<file path="src/rtl/expu_stream.sv">
// ---------------------------------------------------------------------------
// expu_stream
//   Multi-lane pipelined Schraudolph exponential unit. Each lane computes
//   e^x by scaling x with log2(e) in fixed point and reinterpreting the
//   result y as (integer part -> exponent, fraction -> mantissa).
//   All lanes share one valid/ready handshake; the pipeline collapses
//   bubbles and holds its output under backpressure.
//
// Ports
//   clk_i        clock
//   rst_i        asynchronous active-high reset (clears valid + data)
//   clear_i      synchronous flush of every stage, beats a concurrent accept
//   in_valid_i   input vector valid
//   in_ready_o   input accepted when in_valid_i && in_ready_o
//   in_data_i    NUM_LANES packed floats, lane k at [k*LW +: LW]
//   out_valid_o  output vector valid
//   out_ready_i  downstream ready
//   out_data_o   NUM_LANES results, same packing as the input
//   busy_o       some stage holds valid data
// ---------------------------------------------------------------------------
module expu_stream #(
  parameter int MANTISSA_BITS   = 7,
  parameter int EXPONENT_BITS   = 8,
  parameter int A_FRACTION      = 2*MANTISSA_BITS,
  parameter int ENABLE_ROUNDING = 1,
  parameter int NUM_LANES       = 4,
  parameter int PIPE_STAGES     = 2
) (
  input  logic                                                   clk_i,
  input  logic                                                   rst_i,
  input  logic                                                   clear_i,
  input  logic                                                   in_valid_i,
  output logic                                                   in_ready_o,
  input  logic [NUM_LANES*(MANTISSA_BITS+EXPONENT_BITS+1)-1:0]   in_data_i,
  output logic                                                   out_valid_o,
  input  logic                                                   out_ready_i,
  output logic [NUM_LANES*(MANTISSA_BITS+EXPONENT_BITS+1)-1:0]   out_data_o,
  output logic                                                   busy_o
);

  localparam int M    = MANTISSA_BITS;
  localparam int E    = EXPONENT_BITS;
  localparam int A    = A_FRACTION;
  localparam int LW   = M + E + 1;
  localparam int BIAS = (2 ** (E - 1)) - 1;

  // Product {1.m} * LOG2E, then headroom so the left-shift path (only
  // reachable for A < E) cannot lose integer bits.
  localparam int PW = (M + 1) + (A + 1);
  localparam int YW = PW + E + 2;

  // Intermediate lane record carried between stages: {class, sign, |y|}.
  localparam int IW = YW + 3;

  localparam real LOG2E_REAL = 1.4426950408889634;
  localparam int  LOG2E_INT  = $rtoi(LOG2E_REAL * (2.0 ** A) + 0.5);
  localparam logic [YW-1:0] LOG2E_V = YW'(LOG2E_INT);

  // Result class. ZERO is encoding 0 so a zeroed data register decodes to +0.
  localparam logic [1:0] CLS_ZERO = 2'd0;
  localparam logic [1:0] CLS_INF  = 2'd1;
  localparam logic [1:0] CLS_NAN  = 2'd2;
  localparam logic [1:0] CLS_FIN  = 2'd3;

  localparam logic [LW-1:0] INF_VAL = {1'b0, {E{1'b1}}, {M{1'b0}}};
  localparam logic [LW-1:0] NAN_VAL = INF_VAL | (LW'(1) << (M - 1));

  localparam logic signed [YW+1:0] BIAS_S    = (YW+2)'(BIAS);
  localparam logic signed [YW+1:0] EXP_MAX_S = (YW+2)'((2 ** E) - 1);
  localparam logic signed [YW+1:0] ZERO_S    = '0;

  // -------------------------------------------------------------------------
  // Front half: classify the input and form the rounded magnitude |y| with
  // M fraction bits. Saturating inputs fold into ZERO/INF; underflowing and
  // denormal inputs become a finite y = 0, which decodes to exactly 1.0.
  // -------------------------------------------------------------------------
  function automatic logic [IW-1:0] lane_front(input logic [LW-1:0] x);
    logic          s;
    logic [E-1:0]  e;
    logic [M-1:0]  m;
    int            unb;
    int            sh;
    logic [YW-1:0] p;
    logic [YW-1:0] mag;
    logic [1:0]    cls;
    logic          sgn;
    s   = x[LW-1];
    e   = x[M +: E];
    m   = x[M-1:0];
    unb = int'(e) - BIAS;
    cls = CLS_FIN;
    sgn = 1'b0;
    mag = '0;
    p   = '0;
    sh  = 0;
    if ((&e) && (|m)) begin
      cls = CLS_NAN;
    end else if (unb >= E + 1) begin
      // Also covers +/-inf: e^+inf = +inf, e^-inf = +0.
      cls = s ? CLS_ZERO : CLS_INF;
    end else if ((e == '0) || (unb < -(M + A))) begin
      cls = CLS_FIN;
    end else begin
      p  = YW'({1'b1, m}) * LOG2E_V;
      // p carries M+A fraction bits; aligning to M fraction bits and
      // applying 2^unb is one net shift by (unb - A).
      sh = unb - A;
      if (sh >= 0) begin
        mag = p << sh;
      end else begin
        if (ENABLE_ROUNDING != 0) begin
          p = p + (YW'(1) << (-sh - 1));
        end
        mag = p >> (-sh);
      end
      sgn = s;
    end
    return {cls, sgn, mag};
  endfunction

  // -------------------------------------------------------------------------
  // Back half: apply the sign in two's complement, split y into floor and
  // fraction, add the bias and saturate to +inf / +0.
  // -------------------------------------------------------------------------
  function automatic logic [LW-1:0] lane_back(input logic [IW-1:0] r);
    logic [1:0]             cls;
    logic                   sgn;
    logic [YW-1:0]          mag;
    logic signed [YW+1:0]   y;
    logic signed [YW+1:0]   er;
    logic [LW-1:0]          res;
    {cls, sgn, mag} = r;
    y   = sgn ? -$signed({2'b00, mag}) : $signed({2'b00, mag});
    // Arithmetic shift is floor() for negative y as well.
    er  = (y >>> M) + BIAS_S;
    res = '0;
    case (cls)
      CLS_NAN: res = NAN_VAL;
      CLS_INF: res = INF_VAL;
      CLS_FIN: begin
        if (er >= EXP_MAX_S) begin
          res = INF_VAL;
        end else if (er <= ZERO_S) begin
          res = '0;
        end else begin
          res = {1'b0, er[E-1:0], y[M-1:0]};
        end
      end
      default: res = '0;
    endcase
    return res;
  endfunction

  logic [NUM_LANES*IW-1:0] front_d;
  logic [NUM_LANES*IW-1:0] dat_q [PIPE_STAGES];
  logic [PIPE_STAGES-1:0]  vld_q;
  logic [PIPE_STAGES-1:0]  load;
  logic [PIPE_STAGES-1:0]  adv;

  always_comb begin
    front_d = '0;
    for (int k = 0; k < NUM_LANES; k++) begin
      front_d[k*IW +: IW] = lane_front(in_data_i[k*LW +: LW]);
    end
  end

  // Load/advance chain, resolved from the output backwards: a stage loads
  // when it is empty or its content moves on this edge, which is what
  // collapses bubbles.
  always_comb begin
    logic nxt;
    load = '0;
    adv  = '0;
    nxt  = out_ready_i;
    for (int s = PIPE_STAGES - 1; s >= 0; s--) begin
      adv[s]  = vld_q[s] & nxt;
      load[s] = ~vld_q[s] | adv[s];
      nxt     = load[s];
    end
  end

  assign in_ready_o  = load[0] & ~clear_i;
  assign out_valid_o = vld_q[PIPE_STAGES-1];
  assign busy_o      = |vld_q;

  always_ff @(posedge clk_i or posedge rst_i) begin
    if (rst_i) begin
      vld_q <= '0;
      for (int s = 0; s < PIPE_STAGES; s++) begin
        dat_q[s] <= '0;
      end
    end else if (clear_i) begin
      vld_q <= '0;
    end else begin
      // ---- stage 0: capture classified magnitude of the input vector ----
      if (load[0]) begin
        vld_q[0] <= in_valid_i;
        if (in_valid_i) begin
          dat_q[0] <= front_d;
        end
      end
      // ---- stages 1..N-1: move records forward ----
      for (int s = 1; s < PIPE_STAGES; s++) begin
        if (load[s]) begin
          vld_q[s] <= vld_q[s-1];
          if (vld_q[s-1]) begin
            dat_q[s] <= dat_q[s-1];
          end
        end
      end
    end
  end

  // ---- output: finish the lane arithmetic on the last stage ----
  always_comb begin
    out_data_o = '0;
    for (int k = 0; k < NUM_LANES; k++) begin
      out_data_o[k*LW +: LW] = lane_back(dat_q[PIPE_STAGES-1][k*IW +: IW]);
    end
  end

endmodule

</file>
<file path="config.mk">
export PLATFORM = sky130hd
export DESIGN_NAME = expu_stream
export DESIGN_NICKNAME = d
export VERILOG_FILES = /design/src/rtl/expu_stream.sv
export SDC_FILE = /design/constraint.sdc
export NUM_CORES = 2
export LEC_CHECK = 0
export BUFFER_PORTS_ARGS = -buffer_cell sky130_fd_sc_hd__buf_4
export CAP_MARGIN = 25
export CORE_MARGIN = 8
export CORE_UTILIZATION = 65
export DETAILED_ROUTE_END_ITERATION = 10
export HOLD_SLACK_MARGIN = 0.1
export PLACE_DENSITY = 0.91
export SLEW_MARGIN = 20
export SYNTH_ARGS = -nofsm -noshare
export SYNTH_HDL_FRONTEND = slang
export SYNTH_SLANG_ARGS = --single-unit
</file>
<file path="constraint.sdc">
create_clock -name clk_i -period 21.2 [get_ports clk_i]
set_input_delay 4.24 -clock clk_i [delete_from_list [all_inputs] [get_ports clk_i]]
set_output_delay 4.24 -clock clk_i [all_outputs]
set_load 0.005 [all_outputs]
</file>
==> reports/metrics.csv <==
metric;value;unit
pin count of the biggest net entering global routing;133;
EDFF count, synth;0;
Final Power;0.003781;W
relative slew slack;28.64;%
Worst-path clk slew;0.06;ns
max_cap viols;0;
DRC errors left;0;
die area;80870;µm²
worst-skew pair later-pin latency;0.60;ns
CTS Buf Count;31;
Synth top area share;15.50;%
most numerous cell in the Yosys netlist;nand2_1;
met2 routed WL;64.34;mm
outcome;finished, final reports clean;
post-synthesis cell count;6066;
hpwl dp;107.3;mm
vias in the first global route;44530;
Post-CTS Hold Buffers;0;
logic gate share of total power;68.2;%
Clk network pwr share;16.1;%
CP Capture Type;flop;
DRT Wirelength;140.3;mm
Synth area leaders;dfrtp_1, ha_1, nand2_1;
Critical Path Start Type;input pin;
Post-CTS Repair Setup Buffers;0;
layout net count;6536;
Yosys reg bits;290;
final setup fails;0;
CP Data Required Time;21.65;ns
Total GRT Usage;32.70;%
Sw Share;49.39;%
via/cell ratio;6.888;
Die Y;284.4;µm
CTS tree;built;
min Tclk post-route;14.49;ns
CTS Buffer Depth;3;
Worst Tran Pin Value;1.057;ns
final hold vios;0;
Top Layer Used;met4;
core region area;71360;µm²
Root Buffer;clkbuf_16;
Setup TNS Final;0;ns
routed len/inst;20.23;µm
Pleak;21.71;nW
P_sw;0.001867;W
ys async rst share;100.0;%
wl on met1;57.55;mm
slowest stage delay, CP;0.76;ns
Synth Flop Type;dfrtp_1;
Post-Syn Area per Cell;7.718;µm²
fraction of layout cells with a size suffix above 1;10.34;%
post-route worst setup slack;6.715;ns
Max Clock Freq;0.06904;GHz
Synth top cells by count;nand2_1, nor2_1, ha_1;
GP Congestion;1.031;
DRT Pass-1 Iters;7;
vias;47780;
Yosys cell types;137;
initial antenna violation count;0;
Final Max Tran Viols;0;
CP most frequent cell;ha_1;
crit path DAT;14.94;ns
Synth Cell Area;46820;µm²
Crit Path Max Fanout;52;
Std-Cell Rows;98;
HP Class;flop to flop;
period utilisation layout;68.33;%
worst setup path class;input pin to flop;
Seq/Total Area, Yosys;15.50;%
Max H-tree Level;1;
RSZ-0062 raised after global routing;no;
initial core utilization;65.60;%
YS warnings;0;
CTS sink cnt;290;
first-pass GRT wire length;228.5;mm
PortBufs;131;
post-synth top area cell;dfrtp_1;
WL met3;12.26;mm
internal cell power;0.001913;W
Layout area overhead;5.404;%
Worst Clk Skew;0.02730;ns
Die W;284.4;µm
aggregate global routing overflow;0;
maximum VDD drop;0.00006286;V
Post-DRT Antenna Nets;0;
Place WS;6.488;ns
Resize count post-CTS;0;
Seq pwr share;15.7;%
I/O pins;136;
P per Cell Area;76.62;nW/µm²
first-iteration detailed-routing DRC count;5352;
crit path max-delay cell type;xor2_1;
## layer usage
| layer | vias to the layer above | track usage [%] |
|---|---|---|
| met5 | - | 0 |
| met4 | 0 | 12.81 |
| met3 | 491 | 4.708 |
| met2 | 2650 | 53.71 |
| met1 | 22440 | 43.20 |
| li1 | 22210 | - |
## registers in the layout, indices dropped and copies added (netlist names)
| signal | cells |
|---|---|
| dat_q | 288 |
| vld_q | 2 |
## layout by cell type, fill, tap and decap left out, types with 47 or more instances in the layout
master / n
xor2_1: 149
o31ai_1: 68
a21o_1: 67
nand2_1: 566
a31oi_1: 88
nand4_1: 87
nand2b_1: 79
xnor2_1: 193
or2_2: 47
o211ai_1: 86
o21a_1: 64
mux2_2: 168
ha_1: 415
o21ai_0: 368
a22oi_1: 50
mux2i_1: 132
and3_1: 55
dfrtp_1: 290
buf_4: 189
inv_1: 351
a211oi_1: 67
and2_1: 82
nor3_1: 179
nor2_1: 511
or3_1: 78
nand3_1: 171
nor2b_1: 62
a21oi_1: 326
fa_1: 88
nor4_1: 68
## power groups by stage
stage / Clock, W / Combinational (W) / Sequential (W)
5_1_grt: 0.000639 / 0.00280 / 0.000597
6_report: 0.000607 / 0.00258 / 0.000595
2_1_floorplan: 0 / 0.00190 / 0.000594
3_3_place_gp: 0 / 0.00242 / 0.000603
4_1_cts: 0.000614 / 0.00251 / 0.000594
3_5_place_dp: 0 / 0.00249 / 0.000604
## worst max-delay path: cells and delay by family
family / cells / cell delay, ns
fa+ha+maj: 5 / 1.67
compound gates: 15 / 3.82
simple gates: 13 / 2.81
mux: 1 / 0.32
xor+xnor: 1 / 0.76
buf+inv: 5 / 1.31
## worst paths after layout
check                              startpoint    endpoint  slack (ns)  cells past startpoint
worst max-delay path            in_data_i[55]  dat_q[267]        6.71                     40
worst min-delay path               dat_q[175]   dat_q[31]        0.48                      2
worst max register to register       vld_q[1]  dat_q[275]       16.45                     11
worst min register to register     dat_q[175]   dat_q[31]        0.48                      2
max in group asynchronous               rst_i   dat_q[82]       15.99                      4
min in group asynchronous               rst_i    vld_q[0]        3.81                      2
## final cells by class
cell class,instances,area (µm²)
fill,5826,22020
clock buffer,39,855.8
clock inverter,18,290.3
tap,950,1189
timing repair buffer,193,1474
inverter,359,1355
sequential,290,7257
multi-input combinational,5087,36920
antenna,1,2.502
## logic make-up after synthesis
family / Yosys count / share of synthesized area, %
compound gates: 1717 / 25.25
xor+xnor: 360 / 7.026
fa+ha+maj: 505 / 14.91
buf+inv: 692 / 5.773
flops: 290 / 15.50
mux: 326 / 8.098
other cells: 1 / 0.008010
simple gates: 2175 / 23.43
## metrics by stage
| step | hold WS [ns] | area, µm² | utilization, % | std cells |
|---|---|---|---|---|
| global route | 0.4922 | 49340 | 69.14 | 6936 |
| global placement | 0.4625 | 48130 | 67.45 | 6875 |
| finish | 0.4760 | 49350 | 69.15 | 6937 |
| CTS | 0.4815 | 49280 | 69.06 | 6933 |
| floorplan | 0.4331 | 46830 | - | 6069 |
| detailed placement | 0.4651 | 48140 | 67.46 | 6876 |
Power figures use the tool's default switching activity.
